$ cat src/rtl/page_table_walker_pkg.sv
// -----------------------------------------------------------------------------
// ptw_pkg
// Shared definitions for the Sv39/Sv48 page-table walker:
//   - walker FSM state encoding
//   - PTE field positions and page geometry constants
//   - Sysbus request-tag field values
//   - level_shift(): bit position of the VPN field for a given level
// -----------------------------------------------------------------------------
package ptw_pkg;

  typedef enum logic [2:0] {
    IDLE,
    REQ,
    RESP,
    CHECK,
    DONE
  } ptw_state_e;

  // PTE bit positions
  localparam int PTE_V      = 0;
  localparam int PTE_R      = 1;
  localparam int PTE_W      = 2;
  localparam int PTE_X      = 3;
  localparam int PTE_PPN_LO = 10;
  localparam int PTE_PPN_HI = 53;

  // Page geometry
  localparam int PPN_WIDTH  = 44;
  localparam int PAGE_SHIFT = 12;
  localparam int VPN_BITS   = 9;

  // Sysbus tag fields
  localparam logic       SYSBUS_READ   = 1'b1;
  localparam logic [3:0] SYSBUS_MEMORY = 4'b0001;

  // Lowest vaddr bit of vpn[lvl]; also the width of the page offset at that level
  function automatic int unsigned level_shift(input int unsigned lvl);
    return PAGE_SHIFT + VPN_BITS * lvl;
  endfunction

endpackage

$ cat src/rtl/page_table_walker_pte_check.sv
// -----------------------------------------------------------------------------
// pte_check
// Combinational decode of one PTE fetched at level i_lvl.
//   i_pte        64-bit page-table entry
//   i_lvl        level the PTE was fetched at (LEVELS-1 = root)
//   i_vaddr      virtual address being translated
//   o_leaf       PTE is a leaf (R or X set)
//   o_fault      invalid, W-without-R, misaligned superpage, or non-leaf at level 0
//   o_next_base  next-level table base (ppn << 12)
//   o_paddr      translated address for a leaf at this level
// -----------------------------------------------------------------------------
module pte_check
  import ptw_pkg::*;
#(
  parameter int LEVELS   = 3,
  parameter int VA_WIDTH = 12 + 9 * LEVELS,
  parameter int PA_WIDTH = 56,
  parameter int LVL_W    = 2
) (
  input  logic [63:0]          i_pte,
  input  logic [LVL_W-1:0]     i_lvl,
  input  logic [VA_WIDTH-1:0]  i_vaddr,
  output logic                 o_leaf,
  output logic                 o_fault,
  output logic [PA_WIDTH-1:0]  o_next_base,
  output logic [PA_WIDTH-1:0]  o_paddr
);

  localparam int FULL_W = PPN_WIDTH + PAGE_SHIFT;

  logic [PPN_WIDTH-1:0] w_ppn;
  logic [FULL_W-1:0]    w_ppn_addr;
  logic [FULL_W-1:0]    w_off_mask;
  logic [FULL_W-1:0]    w_vaddr_ext;
  logic                 w_leaf;
  logic                 w_misaligned;
  logic                 w_unused_bits;

  assign w_ppn       = i_pte[PTE_PPN_HI:PTE_PPN_LO];
  assign w_ppn_addr  = {w_ppn, {PAGE_SHIFT{1'b0}}};
  assign w_vaddr_ext = FULL_W'(i_vaddr);

  // Offset mask covers the page offset of a superpage at this level
  // (12 bits at level 0, 21 at level 1, 30 at level 2, ...).
  assign w_off_mask  = (FULL_W'(1) << level_shift(32'(i_lvl))) - FULL_W'(1);

  assign w_leaf       = i_pte[PTE_R] | i_pte[PTE_X];
  // The low 12 bits of w_ppn_addr are zero, so this tests ppn[9*lvl-1:0].
  assign w_misaligned = (i_lvl != '0) && (|(w_ppn_addr & w_off_mask));

  assign o_leaf      = w_leaf;
  assign o_fault     = !i_pte[PTE_V]
                     || (i_pte[PTE_W] && !i_pte[PTE_R])
                     || (w_leaf && w_misaligned)
                     || (!w_leaf && (i_lvl == '0));
  assign o_next_base = PA_WIDTH'(w_ppn_addr);
  assign o_paddr     = PA_WIDTH'((w_ppn_addr & ~w_off_mask) | (w_vaddr_ext & w_off_mask));

  // Reserved / software / A-D bits play no part in translation here.
  assign w_unused_bits = ^{i_pte[63:PTE_PPN_HI+1], i_pte[PTE_PPN_LO-1:PTE_X+1]};

endmodule

$ cat src/rtl/page_table_walker.sv
// -----------------------------------------------------------------------------
// page_table_walker
// Sv39/Sv48 hardware page-table walker between address translation and the
// Sysbus. Each level reads one full line burst and keeps the beat holding the
// PTE, then decodes it with pte_check.
//   clk, reset                 clock, synchronous active-high reset
//   req_valid/req_ready        translation request (req_ready = walker idle)
//   req_vaddr, satp_ppn        virtual address and root PPN, sampled at accept
//   resp_valid/resp_ready      result handshake
//   resp_paddr/fault/perm      physical address (0 on fault), fault, {X,W,R,V}
//   bus_reqcyc/reqack/req/tag  Sysbus line-read request
//   bus_respcyc/respack/resp   Sysbus response beats (resptag ignored)
// -----------------------------------------------------------------------------
module page_table_walker
  import ptw_pkg::*;
#(
  parameter int BUS_DATA_WIDTH = 64,
  parameter int BUS_TAG_WIDTH  = 13,
  parameter int LEVELS         = 3,
  parameter int LINE_BEATS     = 8,
  parameter int PTESIZE        = 8,
  parameter int PA_WIDTH       = 56,
  parameter int VA_WIDTH       = 12 + 9 * LEVELS
) (
  input  logic                      clk,
  input  logic                      reset,
  input  logic                      req_valid,
  output logic                      req_ready,
  input  logic [VA_WIDTH-1:0]       req_vaddr,
  input  logic [PPN_WIDTH-1:0]      satp_ppn,
  output logic                      resp_valid,
  input  logic                      resp_ready,
  output logic [PA_WIDTH-1:0]       resp_paddr,
  output logic                      resp_fault,
  output logic [3:0]                resp_perm,
  output logic                      bus_reqcyc,
  input  logic                      bus_reqack,
  output logic [BUS_DATA_WIDTH-1:0] bus_req,
  output logic [BUS_TAG_WIDTH-1:0]  bus_reqtag,
  input  logic                      bus_respcyc,
  output logic                      bus_respack,
  input  logic [BUS_DATA_WIDTH-1:0] bus_resp,
  input  logic [BUS_TAG_WIDTH-1:0]  bus_resptag
);

  localparam int LVL_W      = (LEVELS > 1) ? $clog2(LEVELS) : 1;
  localparam int PTE_SHIFT  = $clog2(PTESIZE);
  localparam int LINE_SHIFT = $clog2(LINE_BEATS * PTESIZE);
  localparam int CNT_W      = $clog2(LINE_BEATS);

  ptw_state_e                r_state;
  logic [VA_WIDTH-1:0]       r_vaddr;
  logic [PA_WIDTH-1:0]       r_base;
  logic [LVL_W-1:0]          r_lvl;
  logic [CNT_W-1:0]          r_sel;
  logic [CNT_W-1:0]          r_cnt;
  logic [63:0]               r_pte;
  logic                      r_bus_reqcyc;
  logic [BUS_DATA_WIDTH-1:0] r_bus_req;
  logic                      r_resp_valid;
  logic                      r_resp_fault;
  logic [PA_WIDTH-1:0]       r_resp_paddr;
  logic [3:0]                r_resp_perm;

  logic [VPN_BITS-1:0]       w_vpn;
  logic [PA_WIDTH-1:0]       w_pte_addr;
  logic [PA_WIDTH-1:0]       w_line_addr;
  logic [CNT_W-1:0]          w_sel;
  logic                      w_leaf;
  logic                      w_fault;
  logic [PA_WIDTH-1:0]       w_next_base;
  logic [PA_WIDTH-1:0]       w_paddr;
  logic                      w_unused_tag;

  // PTE address for the current level and the line that contains it
  assign w_vpn       = VPN_BITS'(r_vaddr >> level_shift(32'(r_lvl)));
  assign w_pte_addr  = r_base + (PA_WIDTH'(w_vpn) << PTE_SHIFT);
  assign w_line_addr = {w_pte_addr[PA_WIDTH-1:LINE_SHIFT], {LINE_SHIFT{1'b0}}};
  assign w_sel       = w_pte_addr[LINE_SHIFT-1:PTE_SHIFT];

  pte_check #(
    .LEVELS   (LEVELS),
    .VA_WIDTH (VA_WIDTH),
    .PA_WIDTH (PA_WIDTH),
    .LVL_W    (LVL_W)
  ) u_pte_check (
    .i_pte       (r_pte),
    .i_lvl       (r_lvl),
    .i_vaddr     (r_vaddr),
    .o_leaf      (w_leaf),
    .o_fault     (w_fault),
    .o_next_base (w_next_base),
    .o_paddr     (w_paddr)
  );

  // Beats are acked in IDLE too, so a burst cut short by reset drains harmlessly.
  assign bus_respack  = bus_respcyc && ((r_state == RESP) || (r_state == IDLE));
  assign req_ready    = (r_state == IDLE);
  assign bus_reqcyc   = r_bus_reqcyc;
  assign bus_req      = r_bus_req;
  assign bus_reqtag   = BUS_TAG_WIDTH'({SYSBUS_READ, SYSBUS_MEMORY, 8'h00});
  assign resp_valid   = r_resp_valid;
  assign resp_fault   = r_resp_fault;
  assign resp_paddr   = r_resp_paddr;
  assign resp_perm    = r_resp_perm;
  assign w_unused_tag = ^bus_resptag;

  // NOTE: every register here uses <= so all state advances together on the
  // edge; a blocking = would let later statements see this cycle's new values.
  always_ff @(posedge clk) begin
    if (reset) begin
      r_state      <= IDLE;
      r_vaddr      <= '0;
      r_base       <= '0;
      r_lvl        <= '0;
      r_sel        <= '0;
      r_cnt        <= '0;
      r_pte        <= '0;
      r_bus_reqcyc <= 1'b0;
      r_bus_req    <= '0;
      r_resp_valid <= 1'b0;
      r_resp_fault <= 1'b0;
      r_resp_paddr <= '0;
      r_resp_perm  <= '0;
    end else begin
      case (r_state)
        IDLE: begin
          if (req_valid) begin
            r_vaddr <= req_vaddr;
            r_base  <= PA_WIDTH'({satp_ppn, {PAGE_SHIFT{1'b0}}});
            r_lvl   <= LVL_W'(LEVELS - 1);
            r_state <= REQ;
          end
        end

        // First cycle launches the request; bus_req is then frozen until acked.
        REQ: begin
          if (!r_bus_reqcyc) begin
            r_bus_reqcyc <= 1'b1;
            r_bus_req    <= BUS_DATA_WIDTH'(w_line_addr);
            r_sel        <= w_sel;
          end else if (bus_reqack) begin
            r_bus_reqcyc <= 1'b0;
            r_state      <= RESP;
          end
        end

        RESP: begin
          if (bus_respcyc) begin
            if (r_cnt == r_sel) begin
              r_pte <= bus_resp[63:0];
            end
            if (r_cnt == CNT_W'(LINE_BEATS - 1)) begin
              r_cnt   <= '0;
              r_state <= CHECK;
            end else begin
              r_cnt <= r_cnt + CNT_W'(1);
            end
          end
        end

        CHECK: begin
          if (w_fault) begin
            r_resp_fault <= 1'b1;
            r_resp_paddr <= '0;
            r_resp_perm  <= '0;
            r_resp_valid <= 1'b1;
            r_state      <= DONE;
          end else if (w_leaf) begin
            r_resp_fault <= 1'b0;
            r_resp_paddr <= w_paddr;
            r_resp_perm  <= r_pte[PTE_X:PTE_V];
            r_resp_valid <= 1'b1;
            r_state      <= DONE;
          end else begin
            r_base  <= w_next_base;
            r_lvl   <= r_lvl - LVL_W'(1);
            r_state <= REQ;
          end
        end

        DONE: begin
          if (resp_ready) begin
            r_resp_valid <= 1'b0;
            r_state      <= IDLE;
          end
        end

        default: r_state <= IDLE;
      endcase
    end
  end

endmodule

$ cat config.mk
export PLATFORM = sky130hd
export DESIGN_NAME = page_table_walker
export DESIGN_NICKNAME = d
export VERILOG_FILES = /design/src/rtl/page_table_walker_pkg.sv /design/src/rtl/page_table_walker_pte_check.sv /design/src/rtl/page_table_walker.sv
export SDC_FILE = /design/constraint.sdc
export NUM_CORES = 1
export LEC_CHECK = 0
export CAP_MARGIN = 20
export CORE_AREA = 10 10 211 213
export CTS_BUF_LIST = sky130_fd_sc_hd__clkbuf_2
export CTS_CLUSTER_DIAMETER = 120
export CTS_CLUSTER_SIZE = 40
export DETAILED_ROUTE_END_ITERATION = 7
export DIE_AREA = 0 0 221 223
export GPL_ROUTABILITY_DRIVEN = 0
export SYNTH_ARGS = -nofsm -noshare
export SYNTH_HDL_FRONTEND = slang
export SYNTH_SLANG_ARGS = --single-unit
$ cat constraint.sdc
create_clock -name clk -period 5.4 [get_ports clk]
set_clock_uncertainty 0.15 [all_clocks]
set_input_delay 1.62 -clock clk [delete_from_list [all_inputs] [get_ports clk]]
set_output_delay 1.62 -clock clk [all_outputs]
set_load 0.02 [all_outputs]
# Word level (Yosys, flattened, before mapping)
# Index checks and enable logic that the tools add are counted.
[classes]
multipliers = 1
reduce_logical = 27
add_sub_neg = 5
n_shift = 2
eq_ne = 15
n_mux = 30
bitwise_logic = 7
[op_table]
columns = ["operator", "count"]
rows = [
  ["$mux W56", 5],
  ["$and A56 B56 Y56", 2],
  ["$pmux W56 S2", 1],
  ["$add A56 B12 Y56", 1],
  ["$and A39 B56 Y56", 1],
  ["$not A56 Y56", 1],
  ["$or A56 B56 Y56", 1],
  ["$reduce_or A56 Y1", 1],
  ["$shl A1 B32 Y56 const A", 1],
  ["$sub A56 B2 Y56 const B", 1],
  ["$shr A39 B32 Y9", 1],
  ["$mux W3", 9],
  ["$pmux W3 S5", 1],
  ["$ne A2 B2 Y1 const B", 7],
  ["$mux W4", 2],
  ["$reduce_and A2 Y1", 4],
  ["$reduce_bool A2 Y1", 4],
  ["$add A4 B6 Y7 const A", 1],
  ["$mux W1", 7],
  ["$eq A3 B2 Y1 const B", 2],
  ["$eq A3 B3 Y1 const B", 2],
  ["$mul A4 B2 Y6 const A", 1],
  ["$mux W2", 3],
  ["$reduce_and A3 Y1", 2],
  ["17 further kinds", 26],
]
[totals]
word_cells = 100
input_bits = 166
reg_bits = 273
output_inout_bits = 142

# Logic depth before layout (Yosys ltp)
# Gate-level depths: netlist of the first run.
[depth]
ltp_word = 12
mapped_depth = 16

# By module
# A second synthesis of the first run with hierarchy kept.
[hier_totals]
cells_unflattened = 1738
hier_area_um2 = 13817.0
[by_module_without_submodules]
columns = ["mod", "seq_area_each_um2", "area_each_um2", "n_inst", "cells_each"]
rows = [
  ["page_table_walker", 5605.4, 12004.0, 1, 1498],
  ["pte_check", 0.0, 1813.0, 1, 240],
]

# Worst setup path before layout of the first run
# No wires, ideal clock.
[synth_timing]
kind = "register -> register"
startpoint = "register r_lvl[0]"
endpoint = "register r_resp_paddr[20], in the netlist resp_paddr[20]"
stages_incl_launch_ff = 16
required_time_ns = 5.165
path_slack_ns = 0.830
setup_time_ns = 0.085
arrival_ns = 4.335
cell_sequence = "dfxtp_1 -> buf_2 -> buf_1 -> inv_1 -> ha_1 -> or3b_1 -> or2_2 -> ha_1 -> nor3b_1 -> o211ai_1 -> nor2_1 -> or4_1 -> o32a_1 -> buf_6 -> buf_6 -> o31ai_2"
[synth_via]
elab_chain_cells = 12
elab_cells_between_ends = 21
[synth_rtl]
columns = ["item", "line", "rtl"]
rows = [
  ["start, declared", "page_table_walker.sv:54", "logic [LVL_W-1:0] r_lvl;"],
  ["start signal, assigned", "page_table_walker.sv:131", "r_lvl <= LVL_W'(LEVELS - 1);"],
  ["start signal, assigned", "page_table_walker.sv:177", "r_lvl <= r_lvl - LVL_W'(1);"],
  ["$mul A4 B2 Y6", "page_table_walker_pkg.sv:38", "return PAGE_SHIFT + VPN_BITS * lvl;"],
  ["$add A4 B6 Y7", "page_table_walker_pkg.sv:38", ""],
  ["$shl A1 B32 Y56", "page_table_walker_pte_check.sv:45", "assign w_off_mask = (FULL_W'(1) << level_shift(32'(i_lvl))) - FULL_W'(1);"],
  ["$sub A56 B2 Y56", "page_table_walker_pte_check.sv:45", ""],
  ["$and A56 B56 Y56", "page_table_walker_pte_check.sv:49", "assign w_misaligned = (i_lvl != '0) && (|(w_ppn_addr & w_off_mask));"],
  ["$reduce_or A56 Y1", "page_table_walker_pte_check.sv:49", ""],
  ["$logic_and A1 B1 Y1", "page_table_walker_pte_check.sv:49", ""],
  ["$logic_and A1 B1 Y1", "page_table_walker_pte_check.sv:54", "|| (w_leaf && w_misaligned)"],
  ["$logic_or A1 B1 Y1", "page_table_walker_pte_check.sv:54", ""],
  ["$logic_or A1 B1 Y1", "page_table_walker_pte_check.sv:55", "|| (!w_leaf && (i_lvl == '0));"],
  ["$reduce_bool A2 Y1 (no source line)", "n/a", ""],
  ["$reduce_and A2 Y1 (no source line)", "n/a", ""],
  ["end signal, assigned", "page_table_walker.sv:171", "r_resp_paddr <= w_paddr;"],
  ["end, declared", "page_table_walker.sv:62", "logic [PA_WIDTH-1:0] r_resp_paddr;"],
]
# Parallel ways exist; a longest one is shown, timed or not. The select of a mux whose other input is x is not followed.
# A chain may end at the register's enable or synchronous reset.

# Worst setup path in the final report of the first run
[layout_timing]
startpoint = "input port bus_respcyc"
endpoint = "output port bus_respack"
[layout_via]
elab_chain_cells = 1
[layout_rtl]
columns = ["item", "line", "rtl"]
rows = [
  ["start, declared", "page_table_walker.sv:40", "input logic bus_respcyc,"],
  ["$logic_and A1 B1 Y1", "page_table_walker.sv:97", "assign bus_respack = bus_respcyc && ((r_state == RESP) || (r_state == IDLE));"],
  ["end, declared", "page_table_walker.sv:41", "output logic bus_respack,"],
]
# No other way between the ends.

==> results of run 1 <==
[cell usage in the layout (no fill, tap or decap), types with 20 or more instances in the layout]
master	Yosys	routed
a21oi_1	140	138
a311oi_1	47	47
clkdlybuf4s50_1	0	250
conb_1	2	27
dfxtp_1	255	255
mux2i_1	37	37
nand2_1	444	444
nor2_1	80	79
o21ai_0	41	41
o31ai_1	20	20
[final timing paths]
path | cells after the start | start | to | slack [ns]
min reg2reg | 2 | r_vaddr[1]$_SDFFE_PP0P_ | resp_paddr[1]$_SDFFE_PP0P_ | 0.24
max | 3 | bus_respcyc | bus_respack | 0.76
min | 2 | r_vaddr[1]$_SDFFE_PP0P_ | resp_paddr[1]$_SDFFE_PP0P_ | 0.24
max reg2reg | 12 | r_lvl[0]$_SDFFE_PP0P_ | resp_paddr[48]$_SDFFE_PP0P_ | 0.86
[power by group]
group | leakage (nW) | internal (mW) | total (mW) | switching (mW)
Sequential | 2.07 | 1.99 | 2.04 | 0.0532
Combinational | 2.57 | 0.220 | 0.499 | 0.278
Clock | 0.0848 | 0.107 | 0.759 | 0.652
Total | 4.73 | 2.32 | 3.30 | 0.984
[cells in the mapped netlist (12+ instances only)]
library cell	count	share of area, %
a21oi_1	140	6.5
buf_4	27	1.9
nor2_1	80	2.8
nand2_1	444	16
ha_1	12	1.4
dfxtp_1	255	48
inv_1	12	0.42
o21ai_0	41	1.9
nand3_1	18	0.84
o31ai_1	20	1.4
a311oi_1	47	3.8
mux2i_1	37	3.5
clkbuf_1	97	3.4
[sequential cells by signal, summed over array words and instances (netlist names)]
signal	count
r_pte	48
r_vaddr	39
r_lvl	2
resp_perm	4
resp_paddr	56
resp_valid	1
r_sel	3
bus_reqcyc	1
resp_fault	1
r_cnt	3
r_state	3
r_base	44
bus_req	50
[worst min-delay path, cell delays in order (launching register included)]
cell,delay (ns)
dfxtp_1,0.44
nand2_1,0.05
o21ai_1,0.05
[stage by stage]
| stage | area [um^2] | hold slack, ns | setup slack (ns) |
|---|---|---|---|
| detailed placement | 13600 | 0.2884 | 0.7781 |
| finish | 13810 | 0.2378 | 0.7625 |
| global route | 13810 | 0.2210 | 0.5042 |
| global placement | 13580 | 0.2837 | 0.7733 |
| CTS | 13730 | 0.2183 | 0.6881 |
| floorplan | 10820 | 0.2786 | 0.8299 |
[cells by family (layout without fill, tap and decap cells)]
family | Yosys count | after routing | synth area share, %
other | 2 | 29 | 0.07000
flip-flops | 255 | 255 | 47.58
AO/OA/AOI/OAI | 304 | 304 | 18.25
adder cells (fa/ha/maj) | 12 | 12 | 1.399
multiplexers | 37 | 37 | 3.452
buffers and inverters | 145 | 303 | 6.181
XOR/XNOR | 9 | 9 | 0.7346
AND/OR/NAND/NOR | 591 | 591 | 22.33
[layer usage]
layer  track usage [%]  routed length, um
met5                 0                 13
met4             4.176                941
met3             3.164               2181
met2             25.69              18750
met1             19.23              17880
[cell type report]
class | count | area (um^2)
Clock buffer | 12 | 60.06
Inverter | 12 | 45.04
Sequential cell | 255 | 5105
Tap cell | 532 | 665.6
Clock inverter | 5 | 72.57
Antenna cell | 2 | 5.005
Fill cell | 4340 | 26550
Multi-Input combinational cell | 980 | 5097
Timing Repair Buffer | 274 | 2764
==> run summary, run 1 <==
H-Tree Depth -> 1
Synth Flop Type -> dfxtp_1
Critical Path Max Stage Delay -> 0.61 ns
Layout cells sized above 1 -> 4.161%
Worst vdd ir -> 0.1560 mV
Setup TNS -> 0 ns
Routed wire length -> 39760 um
Delay-heaviest family, CP -> buffers and inverters
Root Buffer -> clkbuf_2
#FFs+latches synth -> 255
CP arrival -> 2.87 ns
Netlist cell types -> 60
Relative slew slack -> 28.72%
Min-Delay Path Class -> register to register
Data required time of the critical path -> 3.63 ns
Setup crit start kind -> input pin
Area of the core -> 40370 um^2
Critical path endpoint category -> output pin
Initial antenna violation count -> 3
Power per cell area -> 238.8 nW/um^2
Max Transition Viols Final -> 0
Post-CTS Hold Fix Bufs -> 0
Status -> finished clean
Mapped Area -> 10730 um^2
Highest-delay cell along the critical path -> clkdlybuf4s50_1
Cell-by-cell trace of the critical path -> clkdlybuf4s50_1, and2_1, clkdlybuf4s50_1
CTS max path bufs -> 3
Placed cells -> 2050
Hpwl dp -> 29400 um
Die width -> 221 um
Largest net degree at the start of global routing -> 103
Detail Route Antenna Nets -> 0
Final Total Pwr -> 3.299 mW
Post-synth EDFFs -> 0
Crit-path max FO -> 3
Layout area overhead -> 28.76%
First-pass detailed-route iteration total -> 5
Clock Latency Late Sink -> 1.02 ns
Vias per cell -> 4.740
Total grt overflow -> 0
CP most frequent cell -> clkdlybuf4s50_1
Clock sinks -> 255
# Max-Cap Violations -> 0
YS warnings -> 0
CP Class -> input pin to output pin
Final core occ -> 34.22%
Tmin final -> 4.637 ns
RSZ-0062 raised after global routing -> false
Die area -> 49280 um^2
Vias in the first global route -> 9569
PostCTS Resize Cnt -> 0
Final worst-path cycle share -> 85.88%
Port Buffers -> 251
Global-route wire length before repair -> 59550 um
Clk slew on worst S/H paths -> 0.71 ns
Sequential-to-total area share from yosys stat -> 47.58%
CTS tree -> done
Syn_area_per_cell -> 7.918 um^2
Drt wl/cell -> 19.19 um
FMAX -> 215.6 MHz
Slew @ Worst Pin -> 1.069 ns
Initial core utilization -> 26.58%
Setup Buffers After CTS -> 0
Inserted Clock Buffers -> 11
Violation count after the first detailed-route iteration -> 658
Via count of the routed design -> 9821
Post-Syn Instances -> 1355
Final Non-Filler Cells -> 2072
Async SR Flop Fraction -> 0%
Final setup violation count -> 0
Die Ht -> 223 um
DRC -> 0
I/O pin cnt -> 308
Critical path buffers and inverters -> 2
Row cnt -> 74
Hold Violations, Final -> 0
Leak -> 4.733 nW
Final #Nets -> 1712
GR Util All Layers -> 15.22%
(Power assumes the default switching activity.)
==> run 2, diff against run 1 <==
--- a/config.mk
+++ b/config.mk
@@ -5,11 +5,10 @@
 export SDC_FILE = /design/constraint.sdc
 export NUM_CORES = 1
 export LEC_CHECK = 0
-export CAP_MARGIN = 20
 export CORE_AREA = 10 10 211 213
 export CTS_BUF_LIST = sky130_fd_sc_hd__clkbuf_2
 export CTS_CLUSTER_DIAMETER = 120
-export CTS_CLUSTER_SIZE = 40
+export CTS_CLUSTER_SIZE = 30
 export DETAILED_ROUTE_END_ITERATION = 7
 export DIE_AREA = 0 0 221 223
 export GPL_ROUTABILITY_DRIVEN = 0
==> run 2 against run 1 <==
- first-iteration DRC count is 2.6% lower
- worst setup slack better by 0.012 ns
- flip-flop and latch count stayed put
- design area decreased by 1.0%
- count of clock-buffer cells in the layout rose by 1
- die area stayed put
- final cell count decreased by 0.24%
- power down 3.4%
- non-clock buffer count down 4
- critical endpoint unchanged
- largest power group unchanged
- highest routed layer is now met4
==> run summary, run 2 (synthesis results as in run 1) <==
Status -> finished clean
Power per cell area -> 233.1 nW/um^2
Initial core utilization -> 26.58%
CTS tree -> done
Data required time of the critical path -> 3.63 ns
Port Buffers -> 251
Setup Buffers After CTS -> 0
Layout cells sized above 1 -> 3.783%
Filler cells -> 4371
Die width -> 221 um
Vias per cell -> 4.747
Final core occ -> 33.87%
Detail Route Antenna Nets -> 0
Post-CTS Hold Fix Bufs -> 0
# Max-Cap Violations -> 0
Vias in the first global route -> 9631
Setup TNS -> 0 ns
H-Tree Depth -> 1
Crit-path max FO -> 3
Slew @ Worst Pin -> 1.136 ns
Most frequent cells in the layout -> nand2_1, dfxtp_1, clkdlybuf4s50_1, a21oi_1, nor2_1
Most common cell after layout, fill and taps aside -> nand2_1
Layout area overhead -> 27.43%
FMAX -> 216.2 MHz
Drt wl/cell -> 19.20 um
Min-Delay Path Class -> register to register
Routed wire length -> 39700 um
DRC -> 0
Relative slew slack -> 24.27%
Largest net degree at the start of global routing -> 103
Row cnt -> 74
Highest-delay cell along the critical path -> clkdlybuf4s50_1
Clock sinks -> 255
Cell-by-cell trace of the critical path -> clkdlybuf4s50_1, and2_1, clkdlybuf4s50_1
Violation count after the first detailed-route iteration -> 641
First-pass detailed-route iteration total -> 5
Global-route wire length before repair -> 60110 um
Final worst-path cycle share -> 85.66%
Hpwl dp -> 29080 um
Placed Area -> 13580 um^2
Final setup violation count -> 0
Tmin final -> 4.625 ns
Area of the core -> 40370 um^2
Total grt overflow -> 0
Worst vdd ir -> 0.1333 mV
CP Class -> input pin to output pin
Placed cells -> 2049
Max FFs per register -> 56
I/O pin cnt -> 308
Leak -> 4.663 nW
CTS max path bufs -> 3
CP arrival -> 2.86 ns
Die Ht -> 223 um
Hold Violations, Final -> 0
Worst slack, placed -> 0.7747 ns
Max Transition Viols Final -> 0
Die area -> 49280 um^2
Final WS setup -> 0.7746 ns
Root Buffer -> clkbuf_2
Initial antenna violation count -> 1
RSZ-0062 raised after global routing -> false
Cell area after layout -> 13670 um^2
Clk slew on worst S/H paths -> 0.51 ns
Clock Latency Late Sink -> 0.95 ns
Critical Path Max Stage Delay -> 0.61 ns
GR Util All Layers -> 15.28%
Inserted Clock Buffers -> 12
Setup crit start kind -> input pin
Final #Nets -> 1709
Final Non-Filler Cells -> 2067
Critical path endpoint category -> output pin
Worst R2R Setup Slack -> 0.79 ns
Via count of the routed design -> 9812
CP most frequent cell -> clkdlybuf4s50_1
PostCTS Resize Cnt -> 0
-- run 2: final cells by class --
class,instances,area (um^2),area share [%]
flip-flops and latches,255,5105,37.34
multi-input cells,980,5097,37.28
repair buffers,270,2669,19.52
well taps,532,665.6,4.869
clock buffers,13,65.06,0.4759
inverters,12,45.04,0.3295
clock inverters,3,20.02,0.1464
diodes,2,5.005,0.03661
-- run 2: report_power, final --
part           internal, mW  switching (mW)
clock network        0.0703           0.597
logic                 0.213           0.274
registers              1.98          0.0538
-- run 2: routing by layer --
| metal | track usage, % | wire [um] | vias to the layer above |
|---|---|---|---|
| li1 | - | - | 4879 |
| met1 | 19.00 | 17580 | 4641 |
| met2 | 26.14 | 18750 | 247 |
| met3 | 3.308 | 2440 | 45 |
| met4 | 3.999 | 931 | 0 |
| met5 | 0 | 0 | - |
-- run 2: path summary, 6_finish.rpt --
kind	startpoint	endpoint	cells past startpoint
max	bus_respcyc	bus_respack	3
min	resp_perm[3]$_SDFFE_PP0P_	resp_perm[3]$_SDFFE_PP0P_	2
max reg2reg	r_lvl[0]$_SDFFE_PP0P_	resp_paddr[17]$_SDFFE_PP0P_	11
min reg2reg	resp_perm[3]$_SDFFE_PP0P_	resp_perm[3]$_SDFFE_PP0P_	2
-- run 2: stage by stage --
step                      hold WS (ns)  power (mW)
after detailed placement        0.2884       2.540
after CTS                       0.3128       3.241
after floorplan                 0.2786       2.317
after global routing            0.3284       3.347
after global placement          0.2837       2.533
final                           0.3093       3.187
-- run 2: critical path: cells and delay by family --
family                 cells  cell delay (ns)
buffers and inverters      2             1.11
AND/OR/NAND/NOR            1             0.13
==> run 3, diff against run 2 <==
--- a/config.mk
+++ b/config.mk
@@ -5,6 +5,7 @@
 export SDC_FILE = /design/constraint.sdc
 export NUM_CORES = 1
 export LEC_CHECK = 0
+export ABC_CLOCK_PERIOD_IN_PS = 5400
 export CORE_AREA = 10 10 211 213
 export CTS_BUF_LIST = sky130_fd_sc_hd__clkbuf_2
 export CTS_CLUSTER_DIAMETER = 120
@@ -15,3 +16,4 @@
 export SYNTH_ARGS = -nofsm -noshare
 export SYNTH_HDL_FRONTEND = slang
 export SYNTH_SLANG_ARGS = --single-unit
+export TNS_END_PERCENT = 30
==> results of run 3 <==
Same layout as run 2: the final DEF is identical, and so are final timing and power.
